<file path="src/rtl/keypad_scanner.sv">
// 4x4 active-low keypad scanner with whole-scan debounce; one kbEN strobe per accepted press.
// Accept is registered on the edge that takes column 3's last sample; kbEN is a strobe, there is no backpressure.
module keypad_scanner #(
  parameter int SCAN_DIV       = 1000,
  parameter int DEBOUNCE_SCANS = 4
) (
  input  logic       clk,
  input  logic       rst_n,
  input  logic [3:0] rows,
  output logic [3:0] cols,
  output logic [3:0] pressedkey,
  output logic       kbEN
);
  localparam int DW = (SCAN_DIV > 1) ? $clog2(SCAN_DIV) : 1;
  localparam int CW = $clog2(DEBOUNCE_SCANS + 1);
  localparam logic [DW-1:0] DIV_LAST = DW'(SCAN_DIV - 1);
  localparam logic [CW-1:0] DS       = CW'(DEBOUNCE_SCANS);

  typedef enum logic [1:0] {IDLE, DEBOUNCE, HELD} state_t;

  logic [DW-1:0] div_cnt;
  logic [1:0]    col_idx;
  logic [3:0]    sync1, sync2;
  logic [3:0]    slot0, slot1, slot2;
  logic          slot_end, scan_end;
  logic [15:0]   hits;
  logic [4:0]    hit_cnt;
  logic [3:0]    hit_pos;
  logic          single, none;
  logic [3:0]    code;
  state_t        state, state_nxt;
  logic [3:0]    cand, cand_nxt;
  logic [CW-1:0] match_cnt, match_nxt, rel_cnt, rel_nxt;
  logic          accept;

  function automatic logic [3:0] key_code(input logic [3:0] pos);
    case (pos)
      4'd0:  key_code = 4'h1;
      4'd1:  key_code = 4'h2;
      4'd2:  key_code = 4'h3;
      4'd3:  key_code = 4'hC;
      4'd4:  key_code = 4'h4;
      4'd5:  key_code = 4'h5;
      4'd6:  key_code = 4'h6;
      4'd7:  key_code = 4'hD;
      4'd8:  key_code = 4'h7;
      4'd9:  key_code = 4'h8;
      4'd10: key_code = 4'h9;
      4'd11: key_code = 4'hE;
      4'd12: key_code = 4'hB;
      4'd13: key_code = 4'h0;
      4'd14: key_code = 4'hA;
      default: key_code = 4'hF;
    endcase
  endfunction

  assign slot_end = (div_cnt == DIV_LAST);
  assign scan_end = slot_end && (col_idx == 2'd3);
  assign cols     = ~(4'b0001 << col_idx);

  always_ff @(posedge clk or negedge rst_n) begin
    if (!rst_n) begin
      div_cnt <= '0;
      col_idx <= '0;
    end else if (slot_end) begin
      div_cnt <= '0;
      col_idx <= col_idx + 2'd1;
    end else begin
      div_cnt <= div_cnt + DW'(1);
    end
  end

  always_ff @(posedge clk or negedge rst_n) begin
    if (!rst_n) begin
      sync1 <= 4'hF;
      sync2 <= 4'hF;
      slot0 <= '0;
      slot1 <= '0;
      slot2 <= '0;
    end else begin
      sync1 <= rows;
      sync2 <= sync1;
      if (slot_end) begin
        case (col_idx)
          2'd0:    slot0 <= ~sync2;
          2'd1:    slot1 <= ~sync2;
          2'd2:    slot2 <= ~sync2;
          default: ;
        endcase
      end
    end
  end

  // Column 3 is judged straight from the synchroniser so the decision lands on its sample edge.
  always_comb begin
    hits = '0;
    for (int r = 0; r < 4; r++) begin
      hits[r*4 + 0] = slot0[r];
      hits[r*4 + 1] = slot1[r];
      hits[r*4 + 2] = slot2[r];
      hits[r*4 + 3] = ~sync2[r];
    end
  end

  always_comb begin
    hit_cnt = '0;
    hit_pos = '0;
    for (int i = 0; i < 16; i++) begin
      if (hits[i]) begin
        hit_cnt = hit_cnt + 5'd1;
        hit_pos = 4'(i);
      end
    end
  end

  assign single = (hit_cnt == 5'd1);
  assign none   = (hit_cnt == 5'd0);
  assign code   = key_code(hit_pos);

  always_comb begin
    state_nxt = state;
    cand_nxt  = cand;
    match_nxt = match_cnt;
    rel_nxt   = rel_cnt;
    accept    = 1'b0;
    if (scan_end) begin
      unique case (state)
        IDLE: begin
          if (single) begin
            cand_nxt  = code;
            match_nxt = CW'(1);
            if (DEBOUNCE_SCANS == 1) accept = 1'b1;
            else state_nxt = DEBOUNCE;
          end
        end
        DEBOUNCE: begin
          if (single && (code == cand)) begin
            match_nxt = match_cnt + CW'(1);
            if ((match_cnt + CW'(1)) >= DS) accept = 1'b1;
          end else begin
            state_nxt = IDLE;
            match_nxt = '0;
          end
        end
        HELD: begin
          if (!none) begin
            rel_nxt = '0;
          end else if ((rel_cnt + CW'(1)) >= DS) begin
            state_nxt = IDLE;
            rel_nxt   = '0;
            match_nxt = '0;
          end else begin
            rel_nxt = rel_cnt + CW'(1);
          end
        end
        default: state_nxt = IDLE;
      endcase
      if (accept) begin
        state_nxt = HELD;
        rel_nxt   = '0;
      end
    end
  end

  always_ff @(posedge clk or negedge rst_n) begin
    if (!rst_n) begin
      state      <= IDLE;
      cand       <= '0;
      match_cnt  <= '0;
      rel_cnt    <= '0;
      pressedkey <= 4'h0;
      kbEN       <= 1'b0;
    end else begin
      state     <= state_nxt;
      cand      <= cand_nxt;
      match_cnt <= match_nxt;
      rel_cnt   <= rel_nxt;
      kbEN      <= accept;
      if (accept) pressedkey <= cand_nxt;
    end
  end
endmodule

</file>
<file path="config.mk">
export PLATFORM = sky130hd
export DESIGN_NAME = keypad_scanner
export DESIGN_NICKNAME = d
export VERILOG_FILES = /design/src/rtl/keypad_scanner.sv
export SDC_FILE = /design/constraint.sdc
export NUM_CORES = 1
export LEC_CHECK = 0
export BUFFER_PORTS_ARGS = -buffer_cell sky130_fd_sc_hd__buf_4
export CELL_PAD_IN_SITES_DETAIL_PLACEMENT = 0
export CELL_PAD_IN_SITES_GLOBAL_PLACEMENT = 2
export CORE_MARGIN = 2
export CORE_UTILIZATION = 41
export CTS_BUF_LIST = sky130_fd_sc_hd__clkbuf_4 sky130_fd_sc_hd__clkbuf_8
export DETAILED_ROUTE_END_ITERATION = 7
export GPL_ROUTABILITY_DRIVEN = 1
export HOLD_SLACK_MARGIN = 0.05
export PLACE_DENSITY = 0.81
export RECOVER_POWER = 50
export SLEW_MARGIN = 20
export SYNTH_ARGS = -nofsm -noshare
export SYNTH_HDL_FRONTEND = slang
export SYNTH_SLANG_ARGS = --single-unit
</file>
<file path="constraint.sdc">
create_clock -name clk -period 13.8 [get_ports clk]
set_clock_uncertainty 0.2 [all_clocks]
set_input_delay 0.69 -clock clk [delete_from_list [all_inputs] [get_ports clk]]
set_output_delay 0.69 -clock clk [all_outputs]
set_load 0.01 [all_outputs]
</file>
Word level (Yosys, flattened, before mapping). Memory sizes are Yosys's and may differ from the RTL's. Index checks and enable logic that the tools add are counted.

Bits in registers: 49. ROM bits: 64. Input bits: 6. Output and inout port bits: 9. Word-level logic and storage cells: 121. Memories kept: 1.

Add/subtract/negate cells: 19. $lt $le $gt $ge: 2. Equality and inequality tests: 15. Shift-type cells: 1. Multiplexer cells: 55. Bitwise gates (word level): 2. Reductions and logical operators: 13.

Memories: (name not given) (words 16, bits a word 4, rd ports 1, clocked after memory_dff 0, wr ports 0, RTL line 37) `case (pos)`.

Operator list (count): $add A5 B1 Y5 const B (15); $mux W5 (15); $mux W4 (17); $mux W3 (8); $ne A3 B3 Y1 const B (4); $add A10 B1 Y10 const B (1); $eq A10 B10 Y1 const B (1); $mux W10 (1); $mux W2 (5); $reduce_and A5 Y1 (2); $pmux W3 S3 (1); $not A4 Y4 (2); $reduce_and A2 Y1 (4); $mux W1 (7); $add A3 B1 Y3 const B (2); $eq A2 B2 Y1 const B (3); $ge A3 B3 Y1 const B (2); $ne A2 B2 Y1 const B (3); $pmux W2 S3 (1); $eq A5 B1 Y1 const B (1); $logic_not A5 Y1 (1); $eq A2 B1 Y1 const B (2); $eq A4 B4 Y1 (1); $logic_not A2 Y1 (2); other kinds (5) (6).

Depth between registers and ports, before layout. Gate-level depths: netlist (run 1).

Word-level depth: 38. Mapped depth: 51. Gate-level depth less buffers: 50.

Least setup slack after synthesis (run 1). Ideal clock, no wire load.

Path type: register to register. From: register slot1[0]. To: register state[0]. Setup time: 0.125 ns. Data arrival time: 9.236 ns. Required time: 13.475 ns. Path slack: 4.240 ns. Cell stages (with the launch flop): 49. Path buffers: 0. Period minus slack after synthesis: 9.560 ns. Path through: dfrtp_1 inv_1 ha_1 xor2_2 ha_1 nand2b_1 nand2_1 ha_1 mux2_2 ha_1 nand2_1 o41ai_1 or2_2 ha_1 nor2b_1 nor2_1 ha_1 nor2_1 [13 not listed] mux2_2 ha_1 nand2_1 a21bo_2 ha_1 nor2b_1 nor2_1 ha_1 nand2_1 o31ai_1 ha_1 nor2_1 nand3_1 or3b_1 mux2i_2 nand4_1 o211a_1 mux2_2.

Word-level cells in the longest chain between the ends: 36. Elaborated cells on any way between the ends: 58. Those cells by class: 14 x add/sub; 6 x eq/ne; 34 x mux; 3 x reduce/logical; 1 x memory.

RTL lines: from (decl) (RTL line 24) `logic [3:0] slot0, slot1, slot2;`; from (signal assigned) (RTL line 86) `2'd1: slot1 <= ~sync2;`; $mux W5 (RTL line 109) `if (hits[i]) begin`; $add A5 B1 Y5 (RTL line 110) `hit_cnt = hit_cnt + 5'd1;`; $mux W5 (RTL line 109); $add A5 B1 Y5 (RTL line 110); $mux W5 (RTL line 109); $add A5 B1 Y5 (RTL line 110); $mux W5 (RTL line 109); $add A5 B1 Y5 (RTL line 110); [20 not listed]; $mux W5 (RTL line 109); $eq A5 B1 Y1 (RTL line 116) `assign single = (hit_cnt == 5'd1);`; $logic_and A1 B1 Y1 (RTL line 137) `if (single && (code == cand)) begin`; $mux W1 (RTL line 137); $mux W1 (RTL line 127) `unique case (state)`; $mux W1 (RTL line 126) `if (scan_end) begin`; $ne A3 B3 Y1 (no line); $reduce_and A5 Y1 (no line); to (signal assigned) (RTL line 174) `state <= state_nxt;`; to (decl) (RTL line 31) `state_t state, state_nxt;`.

Parallel ways exist; a longest one is shown, timed or not. The select of a mux whose other input is x is not followed. A chain may end at the register's enable or synchronous reset.

Final worst setup path (run 1). Ends and elaborated chain as after synthesis.

==> results.py, run 1 <==
metrics = {
    "setup_path": {
        "worst_setup_path_end_kind": "flip-flop",
        "timing.critical_path.mode_cell": "ha_1",
        "critPathArrivalTime_ns": 10.63,
        "cpMaxStageDelayCell": "nand4_1",
        "crit_path_start_kind": "flip-flop",
        "slowest_delay_ns": 0.53,
        "critical_path_required_ns": 13.79,
        "crit_path_max_fanout": 15,
        "critical_path_class": "reg2reg",
    },
    "routing": {
        "dr.first_iter.drc_count": 116,
        "drtPass1Iterations": 4,
        "wire_per_inst_microns": 13.31,
        "viasPerCell": 5.065,
        "wirelength_microns": 7959,
        "dr_total_vias": 3029,
        "drcViolationCount": 0,
        "ant_nets": 0,
    },
    "pwr": {
        "clockPowerShare_pct": 30.3,
        "p_comb_share_pct": 15.1,
        "peakVddDrop_v": 0.00006378,
        "power_per_cell_area_nw_per_um2": 62.36,
        "switching_share_pct": 27.10,
        "intPower_mw": 0.1977,
        "switchingPower_mw": 0.07349,
        "leakagePower_nw": 1.995,
        "p_seq_share_pct": 54.6,
    },
    "yosys": {
        "synth_mux_area_share_pct": 5.566,
        "synthAdderAreaFrac_pct": 9.276,
        "synth_compound_area_share_pct": 12.65,
        "yosysSeqAreaShare_pct": 30.55,
        "ys_warn_count": 0,
        "postSynthCellCount": 459,
        "synth_simple_gate_area_share_pct": 20.90,
        "syn_nets": 495,
        "ys_async_sr_fraction_pct": 100.0,
        "yosys_register_bits": 49,
        "synth_top_family_by_area": "simple AND/OR/NAND/NOR gates",
        "ys_types": 60,
        "synth.area.top_cells": "dfrtp_1, ha_1, xnor2_1, dfstp_2, nand2_1",
        "synth_area_leader_cell": "dfrtp_1",
        "synthFlopType": "dfrtp_1",
        "synth-edff-count": 0,
        "synth-xor-area-share_pct": 17.19,
        "synth_area_per_cell_sq_um": 8.816,
        "syn_area_sq_um": 4046,
        "synth_top_area_share_pct": 25.36,
    },
    "clocking": {
        "htree_levels": 2,
        "numCtsBuffers": 5,
        "cts_sinks": 49,
        "clk_latency_ns": 0.30,
        "clkTransAtPathRegs_ns": 0.09,
        "postCtsHoldBufs": 0,
        "cts_tree": "yes",
        "cts_setup_buffers": 0,
        "cts_resized": 0,
        "clockBufferDepth": 2,
        "root_buffer": "clkbuf_8",
    },
    "timing": {
        "slew_viol_final": 50,
        "setup_viol": 0,
        "min_period_ns": 10.64,
        "finalCritPeriodShare_pct": 77.12,
        "finalHoldViolations": 0,
        "rsz0062_at_grt": "false",
        "relSlewSlack_pct": -71.93,
        "fin_setup_tns_ns": 0,
        "whs_ns": 0.1619,
        "fmax_mhz": 93.96,
        "worstMarginPinSlew_ns": 2.579,
    },
    "min_path": {
        "min_path_type": "reg2reg",
    },
    "layout": {
        "n_fill_cell": 958,
        "area_growth_pct": 7.452,
        "finalNetCount": 500,
        "diodes": 0,
        "drive_gt1_share_pct": 11.18,
    },
    "floorplan": {
        "initial_core_util_pct": 41.78,
        "dieWidth_microns": 103.3,
        "ios": 15,
        "core_area_sq_um": 9684,
        "fp-row-count": 36,
        "die_h_microns": 103.3,
        "die_area_sq_um": 10680,
    },
    "job": {
        "drv_cap": 1,
    },
    "placed_design": {
        "globalplace.congestion": 0.7476,
        "port_buffers": 14,
        "dp_hpwl_microns": 6115,
    },
    "global_routing": {
        "grt-ovfl-total": 0,
        "grt_pass1_wl_microns": 13720,
        "antenna_found_initial": 0,
        "gr-usage-all-layers_pct": 15.97,
        "grt_max_degree": 50,
        "first_global_vias": 2931,
    },
    "status": {
        "outcome": "finished, violations left",
        "violations": "capacitance limit, slew limit",
    },
}
[logic make-up after synthesis]
| logic type | after synthesis |
|---|---|
| multiplexers | 21 |
| XOR/XNOR | 63 |
| AND/OR/NAND/NOR | 173 |
| AO/OA/AOI/OAI | 82 |
| adder cells (fa/ha/maj) | 30 |
| buffers and inverters | 41 |
| flip-flops | 49 |
[layer usage]
layer / global-route usage, % / wire [microns] / vias to the layer above
met3: 1.680 / 103 / 7
li1: - / - / 1590
met4: 3.239 / 70 / 0
met2: 27.64 / 3828 / 14
met5: 0 / 0 / -
met1: 21.72 / 3956 / 1418
[layout make-up]
type                    count  area [sq um]  share of cell area [%]
well taps                 133         166.4                   3.827
multi-input cells         369          2660                   61.18
inverters                  24         90.09                   2.072
clock buffers               5         68.82                   1.583
repair buffers             15         108.9                   2.504
clock inverters             3         17.52                  0.4029
flip-flops and latches     49          1236                   28.43
[synthesized netlist by cell type, types with 11 or more instances]
master and count:
nor2_1 41, nand2_1 53, xnor2_1 32, mux2i_1 11, xor2_1 19, ha_1 30
o21ai_0 30, inv_1 24, dfrtp_1 41, clkbuf_1 14, a21oi_1 11, nand3_1 16
[flip-flops by register name, indices dropped and copies added, names as in the netlist]
signal / count
div_cnt: 10
cand: 4
pressedkey: 4
slot0: 4
slot1: 4
slot2: 4
sync1: 4
sync2: 4
match_cnt: 3
rel_cnt: 3
col_idx: 2
state: 2
kbEN: 1
[path summary, 6_finish.rpt]
| path | startpoint | to | slack (ns) | cells past startpoint |
|---|---|---|---|---|
| setup reg to reg | slot1[0]$_DFFE_PN0P_ | state[0]$_DFFE_PN0P_ | 3.16 | 48 |
| setup / recovery | slot1[0]$_DFFE_PN0P_ | state[0]$_DFFE_PN0P_ | 3.16 | 48 |
| hold reg to reg | sync1[0]$_DFF_PN1_ | sync2[0]$_DFF_PN1_ | 0.16 | 0 |
| min in group asynchronous | rst_n | div_cnt[7]$_DFF_PN0_ | 0.98 | 1 |
| hold / removal | sync1[0]$_DFF_PN1_ | sync2[0]$_DFF_PN1_ | 0.16 | 0 |
| max in group asynchronous | rst_n | div_cnt[9]$_DFF_PN0_ | 10.95 | 1 |
[worst max-delay path, delay by kind of cell (launching register included)]
| family | cells | cell delay [ns] |
|---|---|---|
| DFF | 1 | 0.40 |
| AOI/OAI and AO/OA | 10 | 1.74 |
| and+or+nand+nor | 17 | 2.46 |
| muxes | 4 | 1.11 |
| buffers and inverters | 2 | 0.22 |
| adders and majority gates | 14 | 4.09 |
| xor gates and xnor gates | 1 | 0.27 |
[cell usage in the layout (no fill, tap or decap), drive strengths merged, types with 3 or more instances in the layout]
master	instances
clkbuf	10
nand3	16
mux2i	12
mux2	9
nand4	6
dfrtp	41
nor3b	3
dfstp	8
nand2	53
a21oi	12
o21ai	36
nor2b	9
nor4	4
xor2	21
xnor3	7
inv	24
and3	4
or2	4
a31oi	5
buf	10
nor3	7
nor2	41
o31ai	6
o22ai	4
nand2b	10
and2	7
ha	30
xnor2	34
[power groups by stage]
stage	sequential [mW]	clock (mW)	combinational, mW
final	0.148	0.0821	0.0410
after global routing	0.148	0.0927	0.0470
after CTS	0.148	0.0871	0.0418
after detailed placement	0.151	0	0.0414
after global placement	0.151	0	0.0408
after floorplan	0.149	0	0.0326
[metrics by stage]
stage / area (sq um) / setup slack, ns / utilization [%] / total power, mW / std cells
global placement: 4265 / 3.441 / 44.04 / 0.1915 / 590
floorplan: 4046 / 4.240 / - / 0.1815 / 459
global route: 4348 / 2.208 / 44.90 / 0.2882 / 598
detailed placement: 4265 / 3.177 / 44.04 / 0.1922 / 590
finish: 4348 / 3.157 / 44.90 / 0.2712 / 598
CTS: 4352 / 3.134 / 44.94 / 0.2769 / 598
No activity file was read; power rests on OpenSTA's default activity.
==> inputs of run 2 (changes only) <==
- CORE_UTILIZATION: 41 -> 37
- PLACE_DENSITY: 0.81 -> 0.77
- clock period: 13.8 -> 8.6 ns (I/O delays scaled with it)
==> run 2 against run 1 <==
Compared with the run above: the run ends with capacitance limit, slew limit, setup timing left; clock power is 140% higher; final cell count is 12% higher; sequential share of layout area decreased by 5.5 points; wire length rose by 13%; first-iteration DRC count fell by 3.4%; critical path type unchanged; worst hold slack got worse by 0.0021 ns.
==> results.py, run 2 (synthesis results as in run 1) <==
metrics = {
    "status": {
        "outcome": "finished, violations left",
        "violations": "capacitance limit, slew limit, setup timing",
    },
    "placed_design": {
        "dp_hpwl_microns": 6487,
        "port_buffers": 14,
        "post-place-cells": 637,
        "globalplace.congestion": 0.7722,
        "placed_area_sq_um": 4775,
    },
    "layout": {
        "drive_gt1_share_pct": 30.94,
        "final_common_cell": "buf_4",
        "final_cell_mix": "buf_4, nand2_1, dfrtp_1, nor2_1, xnor2_1",
        "n_fill_cell": 1059,
        "area_growth_pct": 33.21,
        "finalInstanceArea_sq_um": 5390,
        "utilization_pct": 50.16,
        "fin_cells": 670,
        "largest_reg_flops": 10,
        "diodes": 0,
        "top_register": "div_cnt",
        "finalNetCount": 565,
    },
    "clocking": {
        "htree_levels": 2,
        "cts_sinks": 49,
        "clk_latency_ns": 0.31,
        "clkTransAtPathRegs_ns": 0.10,
        "numCtsBuffers": 5,
        "cts_tree": "yes",
        "clockBufferDepth": 2,
        "root_buffer": "clkbuf_8",
    },
    "pwr": {
        "switching_share_pct": 25.59,
        "p_seq_share_pct": 43.4,
        "clockPowerShare_pct": 36.4,
        "intPower_mw": 0.4070,
        "switchingPower_mw": 0.1400,
        "p_comb_share_pct": 20.3,
        "power_mw": 0.5470,
        "power_per_cell_area_nw_per_um2": 101.5,
        "peakVddDrop_v": 0.0001264,
        "leakagePower_nw": 2.459,
    },
    "timing": {
        "finalHoldViolations": 0,
        "relSlewSlack_pct": -78.77,
        "setup_viol": 17,
        "finalCritPeriodShare_pct": 106.3,
        "rsz0062_at_grt": "true",
        "fmax_mhz": 109.3,
        "min_period_ns": 9.146,
        "fin_setup_tns_ns": -7.628,
        "slew_viol_final": 50,
        "setup_slack_ns": -0.5457,
        "worstMarginPinSlew_ns": 2.682,
    },
    "floorplan": {
        "ios": 15,
        "core_area_sq_um": 10750,
        "fp-row-count": 38,
        "die_h_microns": 108.6,
        "dieWidth_microns": 108.6,
        "die_area_sq_um": 11790,
        "initial_core_util_pct": 37.66,
    },
    "routing": {
        "wire_per_inst_microns": 13.37,
        "drt-met1-wl_microns": 4404,
        "drtPass1Iterations": 4,
        "wirelength_microns": 8958,
        "wl_met2_microns": 4337,
        "route.met3.wl_microns": 131,
        "dr_total_vias": 3337,
        "dr.first_iter.drc_count": 112,
        "ant_nets": 0,
        "drcViolationCount": 0,
        "viasPerCell": 4.981,
        "highest_layer": "met4",
    },
    "min_path": {
        "min_path_type": "reg2reg",
        "hold_path_depth": 0,
    },
    "setup_path": {
        "worst_setup_path_end_kind": "flip-flop",
        "rr_worst_depth": 49,
        "slowest_delay_ns": 0.42,
        "critical_path_class": "reg2reg",
        "crit_path_max_fanout": 7,
        "critical_path_required_ns": 8.65,
        "cpMaxStageDelayCell": "or3b_4",
        "timing.critical_path.mode_cell": "ha_4",
        "crit_path_start_kind": "flip-flop",
        "critPathArrivalTime_ns": 9.20,
    },
    "global_routing": {
        "grt_max_degree": 50,
        "antenna_found_initial": 0,
        "grt_pass1_wl_microns": 15620,
        "first_global_vias": 3398,
        "grt-ovfl-total": 0,
        "gr-usage-all-layers_pct": 16.35,
    },
    "job": {
        "drv_cap": 1,
    },
}
[run 2: cell types whose count changed in the layout (fill, tap and decap cells not counted), sizes merged]
cell         change
clkinv           -1
dlygate4sd3      +5
buf             +60
clkinvlp         -1
bufinv           +2
[run 2: critical path: cells and delay by family (launching register included)]
kind / cells / cell delay, ns
flip-flops: 1 / 0.38
buffers and inverters: 3 / 0.35
XOR/XNOR: 1 / 0.19
AO/OA/AOI/OAI: 10 / 1.66
multiplexers: 3 / 0.79
AND/OR/NAND/NOR: 18 / 1.93
adder cells (fa/ha/maj): 14 / 3.59
[run 2: layer usage]
metal,vias to the layer above,GRT usage (%)
li1,1734,-
met1,1573,21.72
met2,24,28.39
met3,6,2.110
met4,0,3.571
met5,-,0
[run 2: repair_timing]
| item | CTS | global route |
|---|---|---|
| hold buffers | 5 | 0 |
| cloned | 1 | 0 |
| setup buffers | 13 | 7 |
| endpoints found under the hold margin | 45 | 0 |
| pin swaps | 31 | 22 |
| resized for setup | 35 | 20 |
| endpoints found under the setup margin | 17 | 17 |
[run 2: final cells by class]
cell class | instances | area (sq um) | area share (%)
Clock buffer | 5 | 68.82 | 1.277
Clock inverter | 3 | 68.82 | 1.277
Inverter | 24 | 95.09 | 1.764
Multi-Input combinational cell | 369 | 3089 | 57.31
Sequential cell | 49 | 1236 | 22.93
Tap cell | 140 | 175.2 | 3.250
Timing Repair Buffer | 80 | 656.9 | 12.19
[run 2: power groups by stage]
stage	Sequential [mW]	Combinational (mW)	Clock [mW]
after floorplan	0.239	0.0623	0
after global placement	0.241	0.0873	0
after detailed placement	0.241	0.0884	0
after CTS	0.237	0.101	0.207
after global routing	0.238	0.123	0.214
final	0.237	0.111	0.199
[run 2: worst paths after layout]
path / slack [ns] / endpoint / startpoint
worst max-delay path: -0.55 / rel_cnt[0]$_DFFE_PN0P_ / slot0[0]$_DFFE_PN0P_
worst min-delay path: 0.16 / sync2[2]$_DFF_PN1_ / sync1[2]$_DFF_PN1_
worst max register to register: -0.55 / rel_cnt[0]$_DFFE_PN0P_ / slot0[0]$_DFFE_PN0P_
worst min register to register: 0.16 / sync2[2]$_DFF_PN1_ / sync1[2]$_DFF_PN1_
max in group asynchronous: 5.38 / match_cnt[0]$_DFFE_PN0P_ / rst_n
min in group asynchronous: 1.29 / div_cnt[5]$_DFF_PN0_ / rst_n
[run 2: metrics by stage]
| stage | hold slack, ns | worst slack, ns |
|---|---|---|
| after global placement | 0.1454 | -0.4633 |
| final | 0.1598 | -0.5457 |
| after global routing | 0.1659 | -1.015 |
| after detailed placement | 0.1478 | -0.7198 |
| after floorplan | -0.06559 | -0.4805 |
| after CTS | 0.1615 | -0.6187 |
==> inputs of run 3 (changes only) <==
- PLACE_DENSITY: 0.77 -> 0.91
- SKIP_CTS_REPAIR_TIMING: unset -> 1
==> run 3 against run 2 <==
Compared with the run above: the run still ends with capacitance limit, slew limit, setup timing left; total power shrank 6.0%; critical path depth unchanged; sequential cell count unchanged; final cell count decreased by 0.15%; sequential power hardly changed; global-route usage down 1.5 points; utilization down 0.82 points; final area is 1.6% lower; via count decreased by 1.0%; first-iteration DRC count decreased by 22%.
==> results.py, run 3 (synthesis results as in run 1) <==
metrics = {
    "floorplan": {
        "core_area_sq_um": 10750,
        "dieWidth_microns": 108.6,
        "ios": 15,
        "die_area_sq_um": 11790,
        "die_h_microns": 108.6,
        "fp-row-count": 38,
        "initial_core_util_pct": 37.66,
    },
    "setup_path": {
        "critical_path_required_ns": 8.65,
        "reg2reg_to": "rel_cnt[0]$_DFFE_PN0P_",
        "slowest_delay_ns": 0.41,
        "rrSetupSlack_ns": -0.58,
        "crit_path_max_fanout": 6,
        "rr_worst_depth": 49,
        "crit_path_start_kind": "flip-flop",
        "critPathArrivalTime_ns": 9.23,
        "critical_path_class": "reg2reg",
        "cpMaxStageDelayCell": "or3b_4",
        "timing.critical_path.mode_cell": "ha_4",
        "crit-reg2reg-launch": "slot0[0]$_DFFE_PN0P_",
        "worst_setup_path_end_kind": "flip-flop",
    },
    "layout": {
        "finalInstanceArea_sq_um": 5303,
        "utilization_pct": 49.35,
        "top_register": "div_cnt",
        "area_growth_pct": 31.05,
        "drive_gt1_share_pct": 30.06,
        "diodes": 0,
        "largest_reg_flops": 10,
        "final_common_cell": "buf_4",
        "final_cell_mix": "buf_4, nand2_1, dfrtp_1, nor2_1, xnor2_1",
        "finalNetCount": 564,
    },
    "pwr": {
        "p_seq_share_pct": 46.1,
        "leakagePower_nw": 2.425,
        "power_mw": 0.5143,
        "clockPowerShare_pct": 33.5,
        "switchingPower_mw": 0.1384,
        "power_per_cell_area_nw_per_um2": 96.99,
        "peakVddDrop_v": 0.0001089,
        "switching_share_pct": 26.91,
        "p_comb_share_pct": 20.4,
        "intPower_mw": 0.3759,
    },
    "global_routing": {
        "grt_pass1_wl_microns": 14480,
        "first_global_vias": 3188,
        "grt-ovfl-total": 0,
        "grt_max_degree": 50,
        "antenna_found_initial": 0,
        "gr-usage-all-layers_pct": 14.84,
    },
    "timing": {
        "whs_ns": 0.1614,
        "min_period_ns": 9.181,
        "setup_slack_ns": -0.5812,
        "slew_viol_final": 50,
        "rsz0062_at_grt": "true",
        "relSlewSlack_pct": -74.00,
        "finalHoldViolations": 0,
        "fmax_mhz": 108.9,
        "worstMarginPinSlew_ns": 2.610,
        "setup_viol": 17,
        "finalCritPeriodShare_pct": 106.8,
    },
    "routing": {
        "dr.first_iter.drc_count": 87,
        "dr_total_vias": 3302,
        "ant_nets": 0,
        "drtPass1Iterations": 4,
        "drcViolationCount": 0,
        "wirelength_microns": 8468,
        "viasPerCell": 4.936,
        "wire_per_inst_microns": 12.66,
    },
    "status": {
        "outcome": "finished, violations left",
        "violations": "capacitance limit, slew limit, setup timing",
    },
    "clocking": {
        "cts_sinks": 49,
        "numCtsBuffers": 5,
        "cts_tree": "yes",
        "clk_latency_ns": 0.31,
        "clockBufferDepth": 2,
        "clkTransAtPathRegs_ns": 0.10,
        "htree_levels": 2,
        "root_buffer": "clkbuf_8",
    },
    "min_path": {
        "whs_endpoint": "sync2[0]$_DFF_PN1_",
        "min_from": "sync1[0]$_DFF_PN1_",
        "hold_path_depth": 0,
        "min_path_type": "reg2reg",
    },
    "placed_design": {
        "placed_area_sq_um": 4820,
        "port_buffers": 14,
        "dp_hpwl_microns": 6304,
        "globalplace.congestion": 0.7966,
    },
    "job": {
        "drv_cap": 1,
    },
}
==> run 3: changes by cell type in the layout (fill, tap and decap cells not counted), sizes merged <==
cell / change
clkinvlp: +1
bufinv: -1
clkbuf: +1
buf: -2
==> run 3: worst max path at each step <==
stage | startpoint | to | slack (ns) | depth (start not counted)
2_1_floorplan | slot1[0]$_DFFE_PN0P_ | state[0]$_DFFE_PN0P_ | -0.48 | 48
4_1_cts | slot0[0]$_DFFE_PN0P_ | pressedkey[2]$_DFFE_PN0P_ | -0.69 | 50
5_1_grt | slot0[0]$_DFFE_PN0P_ | rel_cnt[0]$_DFFE_PN0P_ | -0.99 | 49
3_3_place_gp | slot1[0]$_DFFE_PN0P_ | match_cnt[1]$_DFFE_PN0P_ | -0.40 | 50
3_5_place_dp | slot0[0]$_DFFE_PN0P_ | pressedkey[2]$_DFFE_PN0P_ | -0.63 | 50
6_report | slot0[0]$_DFFE_PN0P_ | rel_cnt[0]$_DFFE_PN0P_ | -0.58 | 49
==> run 3: metal layers <==
| metal | track usage, % | routed length [microns] | vias up |
|---|---|---|---|
| met4 | 2.198 | 46 | 0 |
| met2 | 26.29 | 4233 | 12 |
| met5 | 0 | 0 | - |
| met1 | 19.87 | 4098 | 1559 |
| met3 | 1.627 | 90 | 5 |
| li1 | - | - | 1726 |
==> run 3: area by class of cell <==
cell class | instances | area [sq um]
Fill cell | 1034 | 5443
Timing Repair Buffer | 79 | 639.4
Inverter | 24 | 95.09
Multi-Input combinational cell | 369 | 3039
Sequential cell | 49 | 1236
Clock inverter | 3 | 48.80
Clock buffer | 5 | 68.82
Tap cell | 140 | 175.2
==> run 3: power by group through the flow <==
stage	Sequential, mW	Combinational [mW]	Clock [mW]
final	0.237	0.105	0.172
after global routing	0.238	0.117	0.191
after CTS	0.237	0.0913	0.178
after detailed placement	0.241	0.0908	0
after global placement	0.241	0.0890	0
after floorplan	0.239	0.0623	0
==> run 3: through the flow <==
stage                     setup slack (ns)  TNS [ns]  cells
after detailed placement           -0.6333    -9.444    643
after CTS                          -0.6948    -10.34    651
final                              -0.5812    -8.612    669
after floorplan                    -0.4805    -5.447    459
after global routing               -0.9917    -15.40    669
after global placement             -0.4015    -5.864    643
==> run 3: critical path: cells and delay by family (launching register included) <==
kind	cells	cell delay [ns]
fa+ha+maj	14	3.69
simple gates	18	2.07
compound gates	10	1.41
mux	3	0.80
flops	1	0.40
buf+inv	3	0.38
xor+xnor	1	0.18
